### src/rtl/pipeline_pkg.sv
// Shared pipeline definitions: stall sequencer states plus the opcode/funct
// encodings that the decoder and the hazard logic must agree on.
package pipeline_pkg;

    typedef enum logic [2:0] {
        ST_IDLE,
        ST_WB,
        ST_REFILL,
        ST_FILL,
        ST_MULDIV
    } stall_state_t;

    // Primary opcodes
    localparam logic [5:0] OP_RTYPE = 6'h00;
    localparam logic [5:0] OP_LB    = 6'h20;
    localparam logic [5:0] OP_LW    = 6'h23;
    localparam logic [5:0] OP_SB    = 6'h28;
    localparam logic [5:0] OP_SW    = 6'h2B;

    // R-type funct codes that occupy EX for multiple cycles
    localparam logic [5:0] FN_MULT  = 6'h18;
    localparam logic [5:0] FN_DIV   = 6'h1A;

    // True for any opcode that accesses the data cache in MEM
    function automatic logic is_mem_op(input logic [5:0] opcode);
        return (opcode == OP_LW) || (opcode == OP_LB) ||
               (opcode == OP_SW) || (opcode == OP_SB);
    endfunction

endpackage

### src/rtl/pipeline_stall_controller_if.sv
// Handshake bundle between the pipeline/cache/DRAM side (master) and the
// stall controller (slave).
interface pipeline_stall_controller_if #(
    parameter int CNT_W = 16
);
    // Pipeline / cache / memory status
    logic             mem_inst;
    logic             mem_is_write;
    logic             cache_hit;
    logic             dirty_victim;
    logic             dram_ready;
    logic             muldiv_start;
    logic             load_use;

    // Controller decisions
    logic             dram_req;
    logic             dram_we;
    logic             cache_fill_we;
    logic             stall;
    logic             pc_we;
    logic             hold_if;
    logic             bubble_ex;
    logic             miss_is_write;
    logic [CNT_W-1:0] stall_cycles;

    modport master (
        output mem_inst, mem_is_write, cache_hit, dirty_victim, dram_ready,
               muldiv_start, load_use,
        input  dram_req, dram_we, cache_fill_we, stall, pc_we, hold_if,
               bubble_ex, miss_is_write, stall_cycles
    );

    modport slave (
        input  mem_inst, mem_is_write, cache_hit, dirty_victim, dram_ready,
               muldiv_start, load_use,
        output dram_req, dram_we, cache_fill_we, stall, pc_we, hold_if,
               bubble_ex, miss_is_write, stall_cycles
    );
endinterface

### src/rtl/muldiv_timer.sv
// Loadable down-counter that times a MULT/DIV occupying EX. It is loaded in
// the detection cycle, which already counts as one stall cycle, so the load
// value is MULDIV_LATENCY-2 and done rises after MULDIV_LATENCY-1 more cycles.
module muldiv_timer #(
    parameter int MULDIV_LATENCY = 32
) (
    input  logic clk,
    input  logic rst_b,
    input  logic load_i,
    input  logic en_i,
    output logic done_o
);
    localparam int CW = (MULDIV_LATENCY > 2) ? $clog2(MULDIV_LATENCY) : 1;
    localparam logic [CW-1:0] LOAD_VAL = CW'(MULDIV_LATENCY - 2);

    logic [CW-1:0] cnt_q, cnt_d;

    // Next count: load wins, otherwise decrement down to zero and hold there
    always_comb begin
        cnt_d = cnt_q;
        if (load_i) begin
            cnt_d = LOAD_VAL;
        end else if (en_i && (cnt_q != '0)) begin
            cnt_d = cnt_q - 1'b1;
        end
    end

    // Count register
    always_ff @(posedge clk or negedge rst_b) begin
        if (!rst_b) begin
            cnt_q <= '0;
        end else begin
            // NOTE: non-blocking so every register samples pre-edge values.
            cnt_q <= cnt_d;
        end
    end

    assign done_o = (cnt_q == '0);

endmodule

### src/rtl/pipeline_stall_controller.sv
// Single owner of pipeline freeze: sequences D-cache miss service (victim
// writeback, refill, fill), fixed-latency MULT/DIV holds and load-use bubbles.
module pipeline_stall_controller
    import pipeline_pkg::*;
#(
    parameter int MULDIV_LATENCY = 32,
    parameter int CNT_W          = 16
) (
    input logic                        clk,
    input logic                        rst_b,
    pipeline_stall_controller_if.slave bus
);

    stall_state_t     state_q, state_d;
    logic             muldiv_served_q, muldiv_served_d;
    logic             miss_is_write_q, miss_is_write_d;
    logic [CNT_W-1:0] stall_cnt_q, stall_cnt_d;

    logic miss;
    logic md;
    logic stall;
    logic dram_req;
    logic dram_we;
    logic fill_we;
    logic tmr_load;
    logic tmr_en;
    logic tmr_done;

    muldiv_timer #(
        .MULDIV_LATENCY(MULDIV_LATENCY)
    ) u_muldiv_timer (
        .clk   (clk),
        .rst_b (rst_b),
        .load_i(tmr_load),
        .en_i  (tmr_en),
        .done_o(tmr_done)
    );

    // Next-state and stall outputs; a MEM miss beats a MULT/DIV because the
    // MEM instruction is older
    always_comb begin
        // NOTE: every output gets a default first so no latch is inferred.
        state_d         = state_q;
        miss_is_write_d = miss_is_write_q;
        stall           = 1'b0;
        dram_req        = 1'b0;
        dram_we         = 1'b0;
        fill_we         = 1'b0;
        tmr_load        = 1'b0;
        tmr_en          = 1'b0;
        miss            = bus.mem_inst & ~bus.cache_hit;
        md              = bus.muldiv_start & ~muldiv_served_q;

        case (state_q)
            ST_IDLE: begin
                stall = miss | md;
                if (miss) begin
                    state_d         = bus.dirty_victim ? ST_WB : ST_REFILL;
                    miss_is_write_d = bus.mem_is_write;
                end else if (md) begin
                    state_d  = ST_MULDIV;
                    tmr_load = 1'b1;
                end
            end
            ST_WB: begin
                stall    = 1'b1;
                dram_req = 1'b1;
                dram_we  = 1'b1;
                if (bus.dram_ready) state_d = ST_REFILL;
            end
            ST_REFILL: begin
                stall    = 1'b1;
                dram_req = 1'b1;
                if (bus.dram_ready) state_d = ST_FILL;
            end
            ST_FILL: begin
                stall   = 1'b1;
                fill_we = 1'b1;
                state_d = ST_IDLE;
            end
            ST_MULDIV: begin
                stall  = 1'b1;
                tmr_en = 1'b1;
                if (tmr_done) state_d = ST_IDLE;
            end
            default: state_d = ST_IDLE;
        endcase
    end

    // Served flag keeps a MULT/DIV still parked in EX from being timed twice;
    // it clears once EX is allowed to advance
    always_comb begin
        muldiv_served_d = muldiv_served_q;
        if ((state_q == ST_MULDIV) && tmr_done) begin
            muldiv_served_d = 1'b1;
        end else if (!stall) begin
            muldiv_served_d = 1'b0;
        end
    end

    // Saturating count of frozen cycles
    always_comb begin
        stall_cnt_d = stall_cnt_q;
        if (stall && !(&stall_cnt_q)) begin
            stall_cnt_d = stall_cnt_q + 1'b1;
        end
    end

    // State registers; reset abandons any DRAM transfer in flight
    always_ff @(posedge clk or negedge rst_b) begin
        if (!rst_b) begin
            state_q         <= ST_IDLE;
            muldiv_served_q <= 1'b0;
            miss_is_write_q <= 1'b0;
            stall_cnt_q     <= '0;
        end else begin
            state_q         <= state_d;
            muldiv_served_q <= muldiv_served_d;
            miss_is_write_q <= miss_is_write_d;
            stall_cnt_q     <= stall_cnt_d;
        end
    end

    // A stall suppresses the load-use bubble; the hazard is re-evaluated
    // once the pipeline releases
    assign bus.stall         = stall;
    assign bus.dram_req      = dram_req;
    assign bus.dram_we       = dram_we;
    assign bus.cache_fill_we = fill_we;
    assign bus.hold_if       = stall | bus.load_use;
    assign bus.pc_we         = ~(stall | bus.load_use);
    assign bus.bubble_ex     = bus.load_use & ~stall;
    assign bus.miss_is_write = miss_is_write_q;
    assign bus.stall_cycles  = stall_cnt_q;

endmodule

### src/flat_wrapper.sv
// flat-port wrapper written by rule: the top's interface ports become plain ports
module pipeline_stall_controller_flat import pipeline_pkg::*;
#(
    parameter int MULDIV_LATENCY = 32,
    parameter int CNT_W          = 16
)
  (clk, rst_b, bus_mem_inst, bus_mem_is_write, bus_cache_hit, bus_dirty_victim, bus_dram_ready, bus_muldiv_start, bus_load_use, bus_dram_req, bus_dram_we, bus_cache_fill_we, bus_stall, bus_pc_we, bus_hold_if, bus_bubble_ex, bus_miss_is_write, bus_stall_cycles);
  pipeline_stall_controller_if #(.CNT_W(CNT_W)) bus_i ();
  input logic clk;
  input logic rst_b;
  input wire logic [$bits(bus_i.mem_inst)-1:0] bus_mem_inst;
  input wire logic [$bits(bus_i.mem_is_write)-1:0] bus_mem_is_write;
  input wire logic [$bits(bus_i.cache_hit)-1:0] bus_cache_hit;
  input wire logic [$bits(bus_i.dirty_victim)-1:0] bus_dirty_victim;
  input wire logic [$bits(bus_i.dram_ready)-1:0] bus_dram_ready;
  input wire logic [$bits(bus_i.muldiv_start)-1:0] bus_muldiv_start;
  input wire logic [$bits(bus_i.load_use)-1:0] bus_load_use;
  output wire logic [$bits(bus_i.dram_req)-1:0] bus_dram_req;
  output wire logic [$bits(bus_i.dram_we)-1:0] bus_dram_we;
  output wire logic [$bits(bus_i.cache_fill_we)-1:0] bus_cache_fill_we;
  output wire logic [$bits(bus_i.stall)-1:0] bus_stall;
  output wire logic [$bits(bus_i.pc_we)-1:0] bus_pc_we;
  output wire logic [$bits(bus_i.hold_if)-1:0] bus_hold_if;
  output wire logic [$bits(bus_i.bubble_ex)-1:0] bus_bubble_ex;
  output wire logic [$bits(bus_i.miss_is_write)-1:0] bus_miss_is_write;
  output wire logic [$bits(bus_i.stall_cycles)-1:0] bus_stall_cycles;
  assign bus_i.mem_inst = bus_mem_inst;
  assign bus_i.mem_is_write = bus_mem_is_write;
  assign bus_i.cache_hit = bus_cache_hit;
  assign bus_i.dirty_victim = bus_dirty_victim;
  assign bus_i.dram_ready = bus_dram_ready;
  assign bus_i.muldiv_start = bus_muldiv_start;
  assign bus_i.load_use = bus_load_use;
  assign bus_dram_req = bus_i.dram_req;
  assign bus_dram_we = bus_i.dram_we;
  assign bus_cache_fill_we = bus_i.cache_fill_we;
  assign bus_stall = bus_i.stall;
  assign bus_pc_we = bus_i.pc_we;
  assign bus_hold_if = bus_i.hold_if;
  assign bus_bubble_ex = bus_i.bubble_ex;
  assign bus_miss_is_write = bus_i.miss_is_write;
  assign bus_stall_cycles = bus_i.stall_cycles;
  pipeline_stall_controller #(.MULDIV_LATENCY(MULDIV_LATENCY), .CNT_W(CNT_W)) u_core (.clk(clk), .rst_b(rst_b), .bus(bus_i));
endmodule
### config.mk
export PLATFORM = sky130hd
export DESIGN_NAME = pipeline_stall_controller_flat
export DESIGN_NICKNAME = d
export VERILOG_FILES = /design/src/rtl/pipeline_pkg.sv /design/src/rtl/pipeline_stall_controller_if.sv /design/src/rtl/muldiv_timer.sv /design/src/rtl/pipeline_stall_controller.sv /design/src/flat_wrapper.sv
export SDC_FILE = /design/constraint.sdc
export NUM_CORES = 1
export LEC_CHECK = 0
export BUFFER_PORTS_ARGS = -buffer_cell sky130_fd_sc_hd__buf_2
export CELL_PAD_IN_SITES_DETAIL_PLACEMENT = 0
export CELL_PAD_IN_SITES_GLOBAL_PLACEMENT = 1
export CORE_MARGIN = 2
export CORE_UTILIZATION = 43
export CTS_CLUSTER_DIAMETER = 100
export DETAILED_ROUTE_END_ITERATION = 8
export PLACE_DENSITY_LB_ADDON = 0.1
export SLEW_MARGIN = 30
export SYNTH_ARGS = -nofsm -noshare
export SYNTH_HDL_FRONTEND = slang
export SYNTH_SLANG_ARGS = --single-unit
### constraint.sdc
create_clock -name clk -period 3.18 [get_ports clk]
set_input_delay 0.636 -clock clk [delete_from_list [all_inputs] [get_ports clk]]
set_output_delay 0.636 -clock clk [all_outputs]
set_load 0.02 [all_outputs]
==> impl_summary.md, run 1 <==
Die
After floorplanning, the core was divided into 20 placement rows. In this run the vertical extent of the chip is 61.1 um. During I/O placement, the number of pins put on the boundary was 33. The placeable core region is 3080 sq um. The initial cell density of the core is 0.456. The die span in x is 61.1 um. The die covers 3740 sq um.

Yosys
The instance count of the mapped netlist is 139. Yosys mapped the design onto 37 distinct sky130hd cell types. The number of flops mapped to enable cells by yosys is 0.

The net count after synthesis is 150. The area of the mapped netlist is 1400 sq um. The share of synthesized area in the top cell type comes to 0.463.

For this run, the register share of the synthesized area comes to 0.463. Summed over all instances, the cell type with the most area after synthesis is sky130_fd_sc_hd__dfrtp_1. Yosys printed 0 warnings.

The share of synthesized flip-flops with an asynchronous set or reset is 1.00. The leading register cell type out of synthesis is sky130_fd_sc_hd__dfrtp_1. The total of flip-flops plus latches after synthesis is 26.

The cell with the most instances after synthesis is sky130_fd_sc_hd__dfrtp_1. By area the synthesized netlist is led by sky130_fd_sc_hd__dfrtp_1 46%, sky130_fd_sc_hd__xor2_1 8.1%, sky130_fd_sc_hd__nand2_1 4.0%, sky130_fd_sc_hd__nand3_1 3.6%, sky130_fd_sc_hd__nor3_1 3.2%. The commonest cells after synthesis are 26 x sky130_fd_sc_hd__dfrtp_1, 15 x sky130_fd_sc_hd__nand2_1, 13 x sky130_fd_sc_hd__xor2_1.

Dividing the synthesized area by the synthesized cell count gives 10.1 sq um.

STA
The worst path needs 2.94 ns of the cycle, external delays included. The maximum achievable frequency is 340 MHz. The number of max-slew violations in the final report was 0. The slew of the pin with the lowest slew margin is 0.708 ns. The number of endpoints with negative hold slack in the final report came to 0. The clock arrives with 0.00142 ns of skew. After routing, the total negative slack on setup checks comes to 0 ns.

Hold is met by 0.289 ns. The final worst slack is 0.237 ns. The final setup violation count is 0. Setup repair after global routing left no endpoint under its margin. In the finished design, the share of the clock period the worst path needs comes to 0.926.

The relative slew slack is 0.528.

Power
The analysis attributes to cell leakage a power of 0.787 nW. For this design the ratio of total power to cell area is 867 nW/um^2. Summing internal, switching and leakage power gives 1.42 mW. Across the VDD grid, the largest voltage drop is 0.000471 V.

Global route
In the global route stage, overall resource usage came out at 0.167. The largest net degree at the start of global routing is 27. The wire length of the first global-routing pass is 4620 um. For this run the aggregate overflow at the end of global routing stands at 0.

The number of global-route vias before repair is 1030. The initial antenna violation count is 0.

Setup path
Across all register-to-register paths, the minimum setup slack is 0.97 ns. The required time of the worst setup path is 2.54 ns. At the worst endpoint, the arrival time is 2.31 ns. Traced cell by cell, the critical path runs through or3_4, o31ai_4, and2_1, buf_2. The highest cell delay on the worst timing path is 0.66 ns.

Along the worst path, the maximum fanout reaches 18. The endpoint class of the critical path is an output port. In this run the number of cells on the critical path is 4. The cell with the biggest individual delay on the critical path is sky130_fd_sc_hd__o31ai_4. The worst setup path is of the reg2out kind. STA classifies the critical path startpoint as a register. The worst register-to-register path begins at u_core.state_q[1]. The critical path buffer and inverter count is 1.

The depth of the worst register-to-register path is 4. The family of cells with the greatest summed delay on the critical path is simple AND/OR/NAND/NOR gates. In this run the critical register-to-register path is captured at u_core.bus.stall_cycles[15].

Detailed routing
For this block, the initial DRC count from the detailed router was 48. The pre-antenna-repair detailed-routing pass consisted of 4 iterations. Across all layers, the routed design uses 1127 vias. Dividing the detail-routed wire length by the instance count gives 13.1 um.

After detailed routing, the number of vias per cell comes to 5.24. In the routed design, unresolved DRC markers number 0. Once detail routing completed, the nets flagged for antenna violations numbered 0. The total wirelength of the detailed-routed design is 2820 um.

Finish
Compared with the post-synthesis result, the final layout area differs by 17.0%. The final antenna diode count is 0. Of the cells placed in the final design, the portion with a size suffix greater than 1 is 0.263. For this run, the post-layout net count is 183.

Clocking
The root cell of the clock tree is sky130_fd_sc_hd__clkbuf_4. The latest clock arrival within the worst-skew pair is 0.32 ns. The number of gates resized after cts is 0. The number of buffers added by the clock tree synthesis step is 3. The tree built by TritonCTS fans out to 26 sinks.

The CTS tree is done. The quantity of hold-fixing buffers added after cts is 0. CTS built an H-tree with a depth of 1. The clock slew seen by the registers of the worst setup and hold paths is 0.14 ns. Post-CTS timing repair inserted 0 buffers for setup. The clock tree buffer depth is 2.

Placement
The count of buffers from port buffering is 32. OpenSTA, run right after detailed placement, puts the worst setup slack at 0.592 ns. The final weighted congestion in routability-driven placement is 0.726.

Once detailed placement completed, the half-perimeter wirelength came to 2090 um.

Min path
The class of the worst hold path is in2async.

Run
The max-capacitance violation count is 0.

Outcome
The flow ran to the end, and the final reports show no timing, DRC or antenna violations.
## kinds of logic (layout without fill, tap and decap cells)
group | count (synthesis) | count (layout) | share of synthesized area
fa+ha+maj | 2 | 2 | 0.0178
buf+inv | 10 | 42 | 0.0392
mux | 5 | 5 | 0.0401
simple gates | 70 | 70 | 0.283
compound gates | 10 | 10 | 0.0571
flops | 26 | 26 | 0.463
xor+xnor | 16 | 16 | 0.0998
## flip-flops by register name, indices dropped and copies added (netlist names)
signal and flops:
u_core.bus.miss_is_write 1, u_core.bus.stall_cycles 16, u_core.muldiv_served_q 1, u_core.state_q 3
u_core.u_muldiv_timer.cnt_q 5
## worst reg2reg max path, cell delays in order, from the launching register on
cell and delay (ns):
sky130_fd_sc_hd__dfrtp_1 0.50, sky130_fd_sc_hd__or3_4 0.45, sky130_fd_sc_hd__o31ai_4 0.66, sky130_fd_sc_hd__nor4_1 0.16, sky130_fd_sc_hd__mux2_1 0.34
## layout make-up
cell class / count / area (sq um)
Clock buffer: 3 / 22.5
Multi-Input combinational cell: 103 / 698
Timing Repair Buffer: 33 / 168
Fill cell: 303 / 1440
Tap cell: 44 / 55.1
Inverter: 5 / 18.8
Clock inverter: 1 / 30.0
Sequential cell: 26 / 651
## worst max path at each step
stage,end,from
final,bus_bubble_ex,u_core.state_q[1]
after global routing,bus_bubble_ex,u_core.state_q[0]
after CTS,bus_bubble_ex,u_core.state_q[0]
after detailed placement,bus_bubble_ex,u_core.state_q[1]
after global placement,bus_bubble_ex,u_core.state_q[1]
after floorplan,bus_pc_we,u_core.state_q[1]
## through the flow
stage / cells / util / area (sq um)
5_1_grt: 215 / 0.534 / 1640
3_3_place_gp: 211 / 0.517 / 1590
6_report: 215 / 0.534 / 1640
4_1_cts: 215 / 0.534 / 1640
2_1_floorplan: 139 / - / 1400
3_5_place_dp: 211 / 0.517 / 1590
## layer usage
metal,GRT usage,routed length (um),share of wire,vias up
li1,-,-,-,557
met1,0.213,1250,0.44,535
met2,0.280,1370,0.49,29
met3,0.0252,151,0.054,6
met4,0.0714,44,0.016,0
met5,0,0,0,-
## placed cells by master (no fill, tap or decap)
cell,synthesis,final
sky130_fd_sc_hd__a21o_2,1,1
sky130_fd_sc_hd__a21oi_1,2,2
sky130_fd_sc_hd__a31oi_1,1,1
sky130_fd_sc_hd__and2_1,3,3
sky130_fd_sc_hd__and3_1,1,1
sky130_fd_sc_hd__and3b_1,1,1
sky130_fd_sc_hd__and3b_2,1,1
sky130_fd_sc_hd__and4_1,2,2
sky130_fd_sc_hd__buf_2,2,32
sky130_fd_sc_hd__buf_4,0,1
sky130_fd_sc_hd__bufinv_16,0,1
sky130_fd_sc_hd__clkbuf_4,0,3
sky130_fd_sc_hd__dfrtp_1,26,26
sky130_fd_sc_hd__ha_1,2,2
sky130_fd_sc_hd__inv_1,5,5
sky130_fd_sc_hd__mux2_1,3,3
sky130_fd_sc_hd__mux2_2,2,2
sky130_fd_sc_hd__nand2_1,15,15
sky130_fd_sc_hd__nand2b_1,3,3
sky130_fd_sc_hd__nand3_1,10,10
sky130_fd_sc_hd__nand4_1,4,4
sky130_fd_sc_hd__nor2_1,3,3
sky130_fd_sc_hd__nor2_2,1,1
sky130_fd_sc_hd__nor2b_1,2,2
sky130_fd_sc_hd__nor3_1,9,9
sky130_fd_sc_hd__nor3b_1,4,4
sky130_fd_sc_hd__nor4_1,7,7
sky130_fd_sc_hd__nor4b_1,1,1
sky130_fd_sc_hd__o211ai_1,1,1
sky130_fd_sc_hd__o21ai_0,2,2
sky130_fd_sc_hd__o21bai_1,1,1
sky130_fd_sc_hd__o2bb2ai_1,1,1
sky130_fd_sc_hd__o31ai_4,1,1
sky130_fd_sc_hd__or3_1,1,1
sky130_fd_sc_hd__or3_4,1,1
sky130_fd_sc_hd__or4b_2,1,1
sky130_fd_sc_hd__xnor2_1,3,3
sky130_fd_sc_hd__xor2_1,13,13
## where the power goes
group	internal [mW]	switching [mW]
Combinational	0.262	0.363
Clock	0.127	0.101
Sequential	0.434	0.138
Total	0.823	0.601
No activity file was read; power rests on OpenSTA's default activity.
==> inputs of run 2 (changes only) <==
--- a/config.mk
+++ b/config.mk
@@ -13,6 +13,7 @@
 export CTS_CLUSTER_DIAMETER = 100
 export DETAILED_ROUTE_END_ITERATION = 8
 export PLACE_DENSITY_LB_ADDON = 0.1
+export REMOVE_ABC_BUFFERS = 1
 export SLEW_MARGIN = 30
 export SYNTH_ARGS = -nofsm -noshare
 export SYNTH_HDL_FRONTEND = slang
==> impl_summary.md, run 2 (same netlist as run 1, synthesis figures left out) <==
Clocking
The latest clock arrival within the worst-skew pair is 0.32 ns (about the same). The number of clock sinks is 26 (unchanged). The CTS tree is done. The buffers inserted during post-CTS setup optimization came to 0 (unchanged).

The total number of H-tree levels was 1 (unchanged). The quantity of hold-fixing buffers added after cts is 0 (unchanged). The tree is rooted in a sky130_fd_sc_hd__clkbuf_4.

The clock tree buffer depth is 2 (unchanged). The number of gates resized after cts is 0 (unchanged). The number of buffers added by the clock tree synthesis step is 3 (unchanged).

The clock slew seen by the registers of the worst setup and hold paths is 0.14 ns (about the same).

Die
The chip height was 61.1 um (unchanged). The area of the die is 3740 sq um (unchanged). The die span in x came to 61.1 um (unchanged). The total I/O pin count was 33 (unchanged). The placeable core region is 3080 sq um (unchanged). The total number of placement rows is 20 (unchanged).

The initial cell density of the core came to 0.456 (unchanged).

Global route
The total grt overflow was 0 (unchanged). The number of global-route vias before repair is 975 (-5.3%). The wire length of the first global-routing pass is 4380 um (-5.2%). The largest net degree at the start of global routing was 27 (unchanged). The global-route total usage across every layer is 0.157 (-0.00923).

The initial antenna violation count is 0 (unchanged).

Detailed routing
The average detailed-routed wire length per instance is 12.6 um (-4.0%). The first-pass iteration count of the detailed router is 4 (unchanged). The iteration-0 DRC count of the detailed router is 53 (+10%). The vias after detailed routing is 1106 (-1.9%). The detailed-route DRC error count came to 0 (unchanged). The number of vias per cell is 5.14 (-1.9%). The number of nets still failing antenna checks after routing is 0 (unchanged).

The total wirelength of the detailed-routed design is 2710 um (-4.0%).

Power
The maximum ir drop on the vdd rail is 0.000326 V (-31%). The power per unit of standard cell area is 839 nW/um^2 (-3.3%). The sequential share of power is 0.420 (+0.019). The static leakage is 0.780 nW (-0.88%). The net switching fraction of the power was 0.439 (+0.0164). The total internal power is 0.766 mW (-7.0%).

The overall power of the completed layout is 1.36 mW (-4.2%). The clock group share of total power is 0.123 (-0.037). The combinational group share of total power was 0.457 (+0.018). The net switching power is 0.598 mW (-0.54%).

STA
The number of endpoints with negative hold slack in the final report is 0 (unchanged). The part of the cycle the worst path needs is 0.930 (+0.00426). The final setup violation count was 0 (unchanged). The final worst slack is 0.223 ns (-0.0135 ns). The clock skew after layout is 0.00501 ns (+0.00360 ns).

The relative slew slack is 0.528 (about the same). The final critical-path required period was 2.96 ns (+0.0135 ns). The maximum achievable frequency is 338 MHz (-0.46%). The slew of the pin with the lowest slew margin is 0.708 ns (-0.0000356 ns). The aggregate negative setup slack is 0 ns (unchanged). Setup repair after global routing left no endpoint under its margin. The post-route worst hold slack was 0.289 ns (+0.000741 ns). The number of max-slew violations in the final report is 0 (unchanged).

Setup path
The depth of the worst register-to-register path is 6 (+2). The biggest fanout along the worst timing path is 18 (unchanged). The required time of the worst setup path is 2.54 ns (about the same).

The worst register-to-register path begins at u_core.u_muldiv_timer.cnt_q[0]. In this run the worst setup path terminates at bus_pc_we. The worst setup path is captured at an output port. The type of element launching the critical path is a register.

The most critical setup path has its startpoint at u_core.state_q[1]. The critical path in this run is classified as reg2out. The data arrival at the endpoint of the critical path came to 2.32 ns (about the same).

The internal reg-to-reg setup slack is 0.95 ns (-0.02 ns). In this run the critical register-to-register path is captured at u_core.state_q[0].

Finish
The final core utilization is 0.528 (-0.00528). The number of filler cells placed in the layout is 299 (-1.3%). In the layout the commonest cells are 32 x sky130_fd_sc_hd__buf_2, 26 x sky130_fd_sc_hd__dfrtp_1, 15 x sky130_fd_sc_hd__nand2_1. The ratio of cells with drive above 1 in the final layout is 0.263 (unchanged).

The flip-flop count of the largest register, all copies and words added is 16 (unchanged). From synthesis to final layout, the design area changed by 15.9%. The final net count is 183 (unchanged). The final antenna diode count is 0 (unchanged). Leaving out fill and tap cells, the most frequent cell in the layout is sky130_fd_sc_hd__buf_2.

Placement
The pre-CTS setup slack is 0.590 ns (-0.00248 ns). The count of buffers from port buffering is 32 (unchanged). The post-DP HPWL is 2000 um (-4.0%).

The final weighted congestion in routability-driven placement is 0.822 (+13%).

Run
The max-capacitance violation count is 0 (unchanged).

Outcome
The run finished with clean final reports.

Min path
The class of the worst hold path is in2async.
run 2: cell types whose count changed in the layout (fill, tap and decap cells not counted):
cell	previous run	this run
sky130_fd_sc_hd__clkbuf_8	0	1
sky130_fd_sc_hd__bufinv_16	1	0
run 2: power by group through the flow:
stage	Sequential, mW	Clock, mW	Combinational (mW)
after global placement	0.571	0	0.621
after floorplan	0.617	0	0.396
after global routing	0.591	0.195	0.687
after detailed placement	0.577	0	0.629
after CTS	0.570	0.175	0.632
final	0.572	0.168	0.624
run 2: area by class of cell:
cell class | instances | area, sq um | share of cell area
clock buffer | 4 | 36.3 | 0.0223
timing repair buffer | 33 | 168 | 0.103
multi-input combinational | 103 | 698 | 0.429
tap | 44 | 55.1 | 0.0338
sequential | 26 | 651 | 0.400
inverter | 5 | 18.8 | 0.0115
run 2: through the flow:
step / std cells / instance area, sq um
2_1_floorplan: 134 / 1370
3_3_place_gp: 211 / 1590
3_5_place_dp: 211 / 1590
4_1_cts: 215 / 1630
5_1_grt: 215 / 1630
6_report: 215 / 1630
run 2: how the worst min path moves through the flow:
| stage | startpoint | depth (start not counted) | slack (ns) | end |
|---|---|---|---|---|
| after CTS | rst_b | 1 | 0.31 | u_core.state_q[1] |
| after detailed placement | u_core.u_muldiv_timer.cnt_q[4] | 1 | 0.45 | u_core.muldiv_served_q |
| after floorplan | rst_b | 0 | 0.34 | u_core.bus.miss_is_write |
| after global placement | u_core.u_muldiv_timer.cnt_q[4] | 1 | 0.44 | u_core.muldiv_served_q |
| final | rst_b | 1 | 0.29 | u_core.state_q[1] |
| after global routing | rst_b | 1 | 0.30 | u_core.state_q[1] |
run 2: routing by layer:
| layer | GRT usage | share of wire | vias up |
|---|---|---|---|
| li1 | - | - | 557 |
| met1 | 0.242 | 0.53 | 520 |
| met2 | 0.223 | 0.43 | 25 |
| met3 | 0.0189 | 0.037 | 4 |
| met4 | 0.0652 | 0.0078 | 0 |
| met5 | 0 | 0 | - |
run 2: worst max-delay path: stages, from the launching register on:
cell	delay, ns
sky130_fd_sc_hd__dfrtp_1	0.51
sky130_fd_sc_hd__or3_4	0.45
sky130_fd_sc_hd__o31ai_4	0.66
sky130_fd_sc_hd__nand2b_1	0.15
sky130_fd_sc_hd__inv_1	0.07
sky130_fd_sc_hd__buf_2	0.15
